**config.mk**
```make
export PLATFORM = sky130hd
export DESIGN_NAME = mic_capture_sequencer
export DESIGN_NICKNAME = d
export VERILOG_FILES = /design/src/rtl/mic_capture_sequencer_pkg.sv /design/src/rtl/mic_capture_sequencer_sync_fifo.sv /design/src/rtl/mic_capture_sequencer.sv
export SDC_FILE = /design/constraint.sdc
export NUM_CORES = 2
export LEC_CHECK = 0
export BUFFER_PORTS_ARGS = -buffer_cell sky130_fd_sc_hd__buf_2
export CORE_AREA = 4 4 504 306
export CTS_CLUSTER_SIZE = 16
export DETAILED_ROUTE_END_ITERATION = 12
export DIE_AREA = 0 0 508 310
export PLACE_DENSITY = 0.62
export SYNTH_ARGS = -nofsm -noshare
export SYNTH_HDL_FRONTEND = slang
export SYNTH_SLANG_ARGS = --single-unit
export TNS_END_PERCENT = 10
```
**constraint.sdc**
```tcl
create_clock -name clk_i -period 7.8 [get_ports clk_i]
set_input_delay 1.17 -clock clk_i [delete_from_list [all_inputs] [get_ports clk_i]]
set_output_delay 1.17 -clock clk_i [all_outputs]
set_load 0.02 [all_outputs]
```
**src/rtl/mic_capture_sequencer_pkg.sv**
```systemverilog
// Shared definitions for the microphone capture sequencer.
//   - FSM state encoding
//   - channel-select encoding
//   - default sample width and capture FIFO depth
package mic_capture_sequencer_pkg;

    localparam int SAMPLE_W_DEF   = 24;
    localparam int FIFO_DEPTH_DEF = 64;

    localparam logic [1:0] CHAN_LEFT  = 2'd0;
    localparam logic [1:0] CHAN_RIGHT = 2'd1;
    localparam logic [1:0] CHAN_BOTH  = 2'd2;  // left then right
    localparam logic [1:0] CHAN_RSVD  = 2'd3;  // behaves as CHAN_LEFT

    typedef enum logic [2:0] {
        ST_IDLE    = 3'd0,
        ST_ARM     = 3'd1,
        ST_CAPTURE = 3'd2,
        ST_DRAIN   = 3'd3,
        ST_DONE    = 3'd4
    } state_t;

endpackage

```
**src/rtl/mic_capture_sequencer_sync_fifo.sv**
```systemverilog
// Single-clock FIFO holding {last, data} capture entries.
// Ports:
//   clk_i, rst_ni   clock, async active-low reset
//   flush_i         empties the FIFO (wins over push/pop)
//   push_i/data_i   write request; accepted when not full or when a pop
//                   frees a slot in the same cycle
//   tag_tail_i      set the MSB (last tag) of the most recently written entry
//   pop_i           read request, ignored when empty
//   head_o          head entry, forced to zero while empty
//   full_o, empty_o status flags
module sync_fifo #(
    parameter int WIDTH = 25,
    parameter int DEPTH = 64
) (
    input  logic             clk_i,
    input  logic             rst_ni,
    input  logic             flush_i,
    input  logic             push_i,
    input  logic [WIDTH-1:0] data_i,
    input  logic             tag_tail_i,
    input  logic             pop_i,
    output logic [WIDTH-1:0] head_o,
    output logic             full_o,
    output logic             empty_o
);

    localparam int AW = $clog2(DEPTH);
    localparam logic [AW-1:0] IDX_ONE = AW'(1);

    logic [WIDTH-1:0] mem [DEPTH];
    logic [AW:0]      wr_ptr, rd_ptr;
    logic [AW-1:0]    wr_idx, rd_idx, tail_idx;
    logic             pop_en, push_en;

    assign wr_idx   = wr_ptr[AW-1:0];
    assign rd_idx   = rd_ptr[AW-1:0];
    assign tail_idx = wr_idx - IDX_ONE;

    assign empty_o = (wr_ptr == rd_ptr);
    assign full_o  = (wr_ptr[AW] != rd_ptr[AW]) && (wr_idx == rd_idx);

    // Pop is evaluated first so a full FIFO can still accept a push.
    assign pop_en  = pop_i && !empty_o;
    assign push_en = push_i && (!full_o || pop_en);

    assign head_o = empty_o ? '0 : mem[rd_idx];

    always_ff @(posedge clk_i or negedge rst_ni) begin
        if (!rst_ni) begin
            wr_ptr <= '0;
            rd_ptr <= '0;
        end else if (flush_i) begin
            wr_ptr <= '0;
            rd_ptr <= '0;
        end else begin
            if (push_en) wr_ptr <= wr_ptr + 1'b1;
            if (pop_en)  rd_ptr <= rd_ptr + 1'b1;
        end
    end

    // Storage is not reset; the head is masked while empty.
    always_ff @(posedge clk_i) begin
        if (!flush_i) begin
            if (push_en)    mem[wr_idx] <= data_i;
            if (tag_tail_i) mem[tail_idx][WIDTH-1] <= 1'b1;
        end
    end

endmodule

```
**src/rtl/mic_capture_sequencer.sv**
```systemverilog
// Microphone capture sequencer: arms on start, decimates incoming stereo
// strobes, pushes selected channel words into a capture FIFO and streams
// them out with a last marker on the final entry of the run.
// Ports:
//   clk_i, rst_ni               clock, async active-low reset
//   start_i, abort_i            run control pulses
//   num_samples_i, decim_i,
//   chan_sel_i                  run configuration, latched on start
//   sample_stb_i, left_i,
//   right_i                     sample source
//   out_valid_o, out_ready_i,
//   out_data_o, out_last_o      output stream (FIFO head)
//   busy_o, done_o, overflow_o  status
module mic_capture_sequencer
    import mic_capture_sequencer_pkg::*;
#(
    parameter int SAMPLE_W   = SAMPLE_W_DEF,
    parameter int FIFO_DEPTH = FIFO_DEPTH_DEF
) (
    input  logic                clk_i,
    input  logic                rst_ni,
    input  logic                start_i,
    input  logic                abort_i,
    input  logic [15:0]         num_samples_i,
    input  logic [3:0]          decim_i,
    input  logic [1:0]          chan_sel_i,
    input  logic                sample_stb_i,
    input  logic [SAMPLE_W-1:0] left_i,
    input  logic [SAMPLE_W-1:0] right_i,
    output logic                out_valid_o,
    input  logic                out_ready_i,
    output logic [SAMPLE_W-1:0] out_data_o,
    output logic                out_last_o,
    output logic                busy_o,
    output logic                done_o,
    output logic                overflow_o
);

    state_t              state;
    logic                busy_q, done_q, ovf_q;
    logic [15:0]         num_q, cnt;
    logic [3:0]          decim_q, decim_cnt;
    logic [1:0]          chan_q;
    logic                pend_right;
    logic [SAMPLE_W-1:0] right_q;

    logic                active, kept, push_req, push_drop, push_is_last;
    logic                pop, flush, tag_tail;
    logic [15:0]         cnt_next;
    logic [SAMPLE_W-1:0] push_data;
    logic [SAMPLE_W:0]   head;
    logic                fifo_full, fifo_empty;

    assign active   = (state == ST_ARM) || (state == ST_CAPTURE);
    assign kept     = active && sample_stb_i && (decim_cnt == 4'd0);
    assign push_req = !abort_i && (kept || ((state == ST_CAPTURE) && pend_right));
    assign cnt_next = cnt + 16'd1;
    assign push_is_last = (cnt_next == num_q);

    // The held right word goes out in the cycle after its strobe; strobes
    // are at least two cycles apart so it never collides with a new one.
    assign push_data = pend_right            ? right_q :
                       (chan_q == CHAN_RIGHT) ? right_i : left_i;

    assign pop       = out_valid_o && out_ready_i;
    assign push_drop = push_req && fifo_full && !pop;
    assign flush     = abort_i && (state != ST_IDLE);
    // A dropped final push moves its last tag to the newest stored entry.
    assign tag_tail  = push_drop && push_is_last && !fifo_empty;

    sync_fifo #(
        .WIDTH (SAMPLE_W + 1),
        .DEPTH (FIFO_DEPTH)
    ) u_fifo (
        .clk_i      (clk_i),
        .rst_ni     (rst_ni),
        .flush_i    (flush),
        .push_i     (push_req),
        .data_i     ({push_is_last, push_data}),
        .tag_tail_i (tag_tail),
        .pop_i      (pop),
        .head_o     (head),
        .full_o     (fifo_full),
        .empty_o    (fifo_empty)
    );

    assign out_valid_o = !fifo_empty;
    assign out_data_o  = head[SAMPLE_W-1:0];
    assign out_last_o  = head[SAMPLE_W];
    assign busy_o      = busy_q;
    assign done_o      = done_q;
    assign overflow_o  = ovf_q;

    always_ff @(posedge clk_i or negedge rst_ni) begin
        if (!rst_ni) begin
            state      <= ST_IDLE;
            busy_q     <= 1'b0;
            done_q     <= 1'b0;
            ovf_q      <= 1'b0;
            num_q      <= '0;
            cnt        <= '0;
            decim_q    <= '0;
            decim_cnt  <= '0;
            chan_q     <= CHAN_LEFT;
            pend_right <= 1'b0;
            right_q    <= '0;
        end else begin
            done_q <= 1'b0;
            case (state)
                ST_IDLE: begin
                    if (start_i && !abort_i) begin
                        num_q      <= num_samples_i;
                        decim_q    <= decim_i;
                        chan_q     <= chan_sel_i;
                        ovf_q      <= 1'b0;
                        cnt        <= '0;
                        decim_cnt  <= '0;
                        pend_right <= 1'b0;
                        busy_q     <= 1'b1;
                        if (num_samples_i == 16'd0) begin
                            state  <= ST_DONE;
                            done_q <= 1'b1;
                        end else begin
                            state  <= ST_ARM;
                        end
                    end
                end
                ST_ARM, ST_CAPTURE: begin
                    if (abort_i) begin
                        state      <= ST_IDLE;
                        busy_q     <= 1'b0;
                        pend_right <= 1'b0;
                    end else begin
                        if (sample_stb_i) begin
                            decim_cnt <= (decim_cnt == decim_q) ? 4'd0 : decim_cnt + 4'd1;
                            state     <= ST_CAPTURE;
                        end
                        // Only a non-final left push leaves a right word pending.
                        pend_right <= kept && (chan_q == CHAN_BOTH) && !push_is_last;
                        if (kept) right_q <= right_i;
                        if (push_req) begin
                            cnt <= cnt_next;
                            if (push_drop) ovf_q <= 1'b1;
                            if (push_is_last) begin
                                if (push_drop && fifo_empty) begin
                                    state  <= ST_DONE;
                                    done_q <= 1'b1;
                                end else begin
                                    state  <= ST_DRAIN;
                                end
                            end
                        end
                    end
                end
                ST_DRAIN: begin
                    if (abort_i) begin
                        state  <= ST_IDLE;
                        busy_q <= 1'b0;
                    end else if (pop && out_last_o) begin
                        state  <= ST_DONE;
                        done_q <= 1'b1;
                    end
                end
                ST_DONE: begin
                    state  <= ST_IDLE;
                    busy_q <= 1'b0;
                end
                default: begin
                    state  <= ST_IDLE;
                    busy_q <= 1'b0;
                end
            endcase
        end
    end

endmodule
```
==> flow_metrics.py <==
metrics = {
    "die": {
        "pin_count": 105,
        "die_area_mm2": 0.1575,
        "rows": 110,
        "fp.dieW_um": 508,
        "initial_utilization_pct": 44.81,
        "core_area_mm2": 0.1495,
        "die_h_um": 310,
    },
    "clock_tree": {
        "cts_tree": "built",
        "numCtsBuffers": 151,
        "clkSinkCount": 1687,
        "cts_setup_buffers": 0,
        "clk_latency_ns": 0.77,
        "cts-root-buf": "clkbuf_16",
        "cts_hold_buf": 0,
        "path_clk_slew_ns": 0.07,
        "cts-htree-levels": 4,
        "cts-resized-gates": 0,
        "clk_path_buf_depth": 3,
    },
    "logic_synthesis": {
        "ys_ff_latch": 1687,
        "seq_area_frac_synth_pct": 74.98,
        "synth_area_per_cell_um2": 21.80,
        "yosysWarnings": 0,
        "synth_nets": 3155,
        "synthFlopType": "edfxtp_1",
        "syn_inst": 3073,
        "yosysTopAreaCell": "edfxtp_1",
        "synthTopCellsByArea": "edfxtp_1, mux4_2, dfrtp_1, nor2_1, mux2_2",
        "synth_edf_count": 1600,
        "netlist_area_mm2": 0.06698,
        "yosysTopAreaCellShare_pct": 71.73,
        "synthArstFlopShare_pct": 5.157,
        "ys_types": 70,
    },
    "placed_design": {
        "place.gp.congestion": 0.8174,
        "dp.final_hpwl_mm": 94.49,
        "numPortBuffers": 104,
    },
    "finish": {
        "finalNetCount": 3355,
        "nFillCells": 11699,
        "area_growth_pct": 12.71,
        "multi_input_area_mm2": 0.01636,
        "seqCellArea_mm2": 0.05024,
        "final_common_cell": "edfxtp_1",
        "layout_common_cells": "edfxtp_1, mux4_2, clkbuf_16",
        "drive_gt1_share_pct": 32.76,
    },
    "power": {
        "share_clk_of_total_power_pct": 28.9,
        "p_leak_nw": 23.18,
        "seqPwrFrac_pct": 43.9,
        "internal_power_w": 0.01785,
        "power_density_mw_per_mm2": 336.4,
        "vdd_drop_max_mv": 0.3567,
        "power.switching_w": 0.007544,
        "netSwitchingFraction_pct": 29.70,
        "combPwrFrac_pct": 27.2,
    },
    "critical_path": {
        "crit_chain": "ha_1 > nand3_1 > o21ai_0 > o2111ai_1 > a2111oi_0 > nor4bb_1 > and3_4 > mux2i_2 > buf_4 > nor2_2 > buf_4",
        "r2r_setup_slack_ns": 1.90,
        "arrival_ns": 6.35,
        "cp_top_family": "simple AND/OR/NAND/NOR gates",
        "slowest_stage": "mux2i_2",
        "reg2reg_from": "cnt[0]",
        "critPathKind": "flop to flop",
        "worstPathMaxFanout": 34,
        "slowest_delay_ns": 1.03,
        "cp_common_cell": "buf_4",
        "ff2ff_path_depth": 11,
        "cp_num_buf_inv": 2,
        "reg2reg_to": "u_fifo.mem[9][14]",
        "worstPathRequired_ns": 8.25,
        "crit_path_end_kind": "flop",
        "startpoint_type": "flop",
    },
    "timing": {
        "timing.hold.ws_ns": 0.3845,
        "worst_pin_slew_ns": 1.274,
        "relSlewSlack_pct": 14.86,
        "setup_viol": 0,
        "drv_slew": 0,
        "setup_tns_ns": 0,
        "finalClockSkew_ns": 0.03302,
        "fmax_ghz": 0.1695,
        "finalCriticalPeriod_ns": 5.901,
        "fin_crit_sh_pct": 75.66,
        "hold_viol_final": 0,
        "grt_setup_unrepaired": "false",
    },
    "grt": {
        "track_usage_pct": 21.19,
        "grt_overflow": 0,
        "grt_max_degree": 159,
        "grt_pass1_wl_mm": 238.2,
        "grt_pass1_vias": 32939,
        "antenna_found_initial": 10,
    },
    "worst_hold_path": {
        "holdCritPathClass": "input port to async pin",
    },
    "routing": {
        "routed-wl-met2_mm": 75.01,
        "wl_met1_mm": 70.32,
        "routed_via_density": 6.013,
        "drc": 0,
        "highest_layer": "met5",
        "first_pass_iters": 7,
        "ant_nets": 0,
        "wirelength_mm": 165.3,
        "wl_met3_mm": 16.86,
        "drt-wirelength-per-cell_um": 30.54,
        "first_iter_violations": 4391,
        "vias": 32556,
    },
    "run_status": {
        "outcome": "finished, final reports clean",
    },
    "run": {
        "drv_cap": 0,
    },
}
## area by class of cell
type                            count  area share (%)
Antenna cell                        4         0.01326
Timing Repair Buffer              222           1.999
Tap cell                         2016           3.341
Clock inverter                     87           1.049
Multi-Input combinational cell   1196           21.67
Inverter                           15         0.07458
Clock buffer                      187           5.310
Sequential cell                  1687           66.54
## state kept, by name (all words and copies together) (netlist names), 4 cells and up
register,cells
right_q,24
u_fifo.wr_ptr,7
decim_cnt,4
num_q,16
u_fifo.mem,1600
cnt,16
u_fifo.rd_ptr,7
decim_q,4
## synthesized netlist by cell type (3+ instances only)
cell	count
nor3_1	15
a21oi_1	41
buf_6	5
ha_1	6
nand3_1	17
nand2b_1	5
nor2_1	226
o21a_1	3
mux4_2	522
mux2i_1	35
o21ai_0	37
inv_1	14
mux2i_2	3
nor2b_1	35
and3_1	8
nand2_1	41
clkbuf_1	110
edfxtp_1	1600
xnor2_1	30
dfrtp_1	87
a31oi_1	5
nand4_4	3
buf_1	44
o31ai_1	9
a21o_1	3
nor4_1	8
mux2_2	49
buf_2	14
a21boi_2	4
or3_1	5
xor2_1	18
nand4_1	6
a211oi_1	4
o22ai_1	3
and4_1	4
and2_1	9
## worst max-delay path by stage
stage,slack (ns),startpoint,cells after the start,endpoint
global placement,2.28,cnt[0],11,u_fifo.mem[9][6]
floorplan,3.35,sample_stb_i,9,u_fifo.mem[0][10]
detailed placement,2.12,cnt[0],11,u_fifo.mem[9][6]
global route,1.63,cnt[0],11,u_fifo.mem[9][7]
finish,1.90,cnt[0],11,u_fifo.mem[9][14]
CTS,2.05,cnt[0],11,u_fifo.mem[9][14]
## logic make-up after synthesis
| group | Yosys count | share of synthesized area [%] |
|---|---|---|
| AOI/OAI and AO/OA | 132 | 1.259 |
| xor gates and xnor gates | 48 | 0.6276 |
| adders and majority gates | 6 | 0.1121 |
| buffers and inverters | 190 | 1.158 |
| DFF | 1687 | 74.98 |
| muxes | 612 | 19.04 |
| and+or+nand+nor | 398 | 2.826 |
## power by group through the flow
stage	combinational, W	clock [W]	sequential [W]
after floorplan	0.00450	0	0.0113
after global placement	0.00682	0	0.0113
after detailed placement	0.00698	0	0.0113
after CTS	0.00700	0.00747	0.0112
after global routing	0.00738	0.00785	0.0112
final	0.00691	0.00733	0.0112
## routing by layer
layer | GRT usage (%) | vias up
li1 | - | 13241
met1 | 31.78 | 17515
met2 | 31.66 | 1594
met3 | 5.124 | 204
met4 | 5.242 | 2
met5 | 0 | -
## worst reg2reg max path: cells and delay by family (launching register included)
kind	cells	cell delay, ns
AND/OR/NAND/NOR	4	2.09
multiplexers	1	1.05
AO/OA/AOI/OAI	3	0.93
buffers and inverters	2	0.66
flip-flops	1	0.50
adder cells (fa/ha/maj)	1	0.33
## stage by stage
step,setup slack (ns),std cells,area [µm²],total power [W],utilization [%]
after global placement,2.278,5136,70690,0.01815,47.29
after floorplan,3.352,3073,66980,0.01576,-
after detailed placement,2.121,5136,70690,0.01833,47.29
after CTS,2.049,5410,75490,0.02562,50.50
final,1.899,5414,75500,0.02540,50.51
after global routing,1.629,5410,75490,0.02640,50.50
Power figures use the tool's default switching activity.
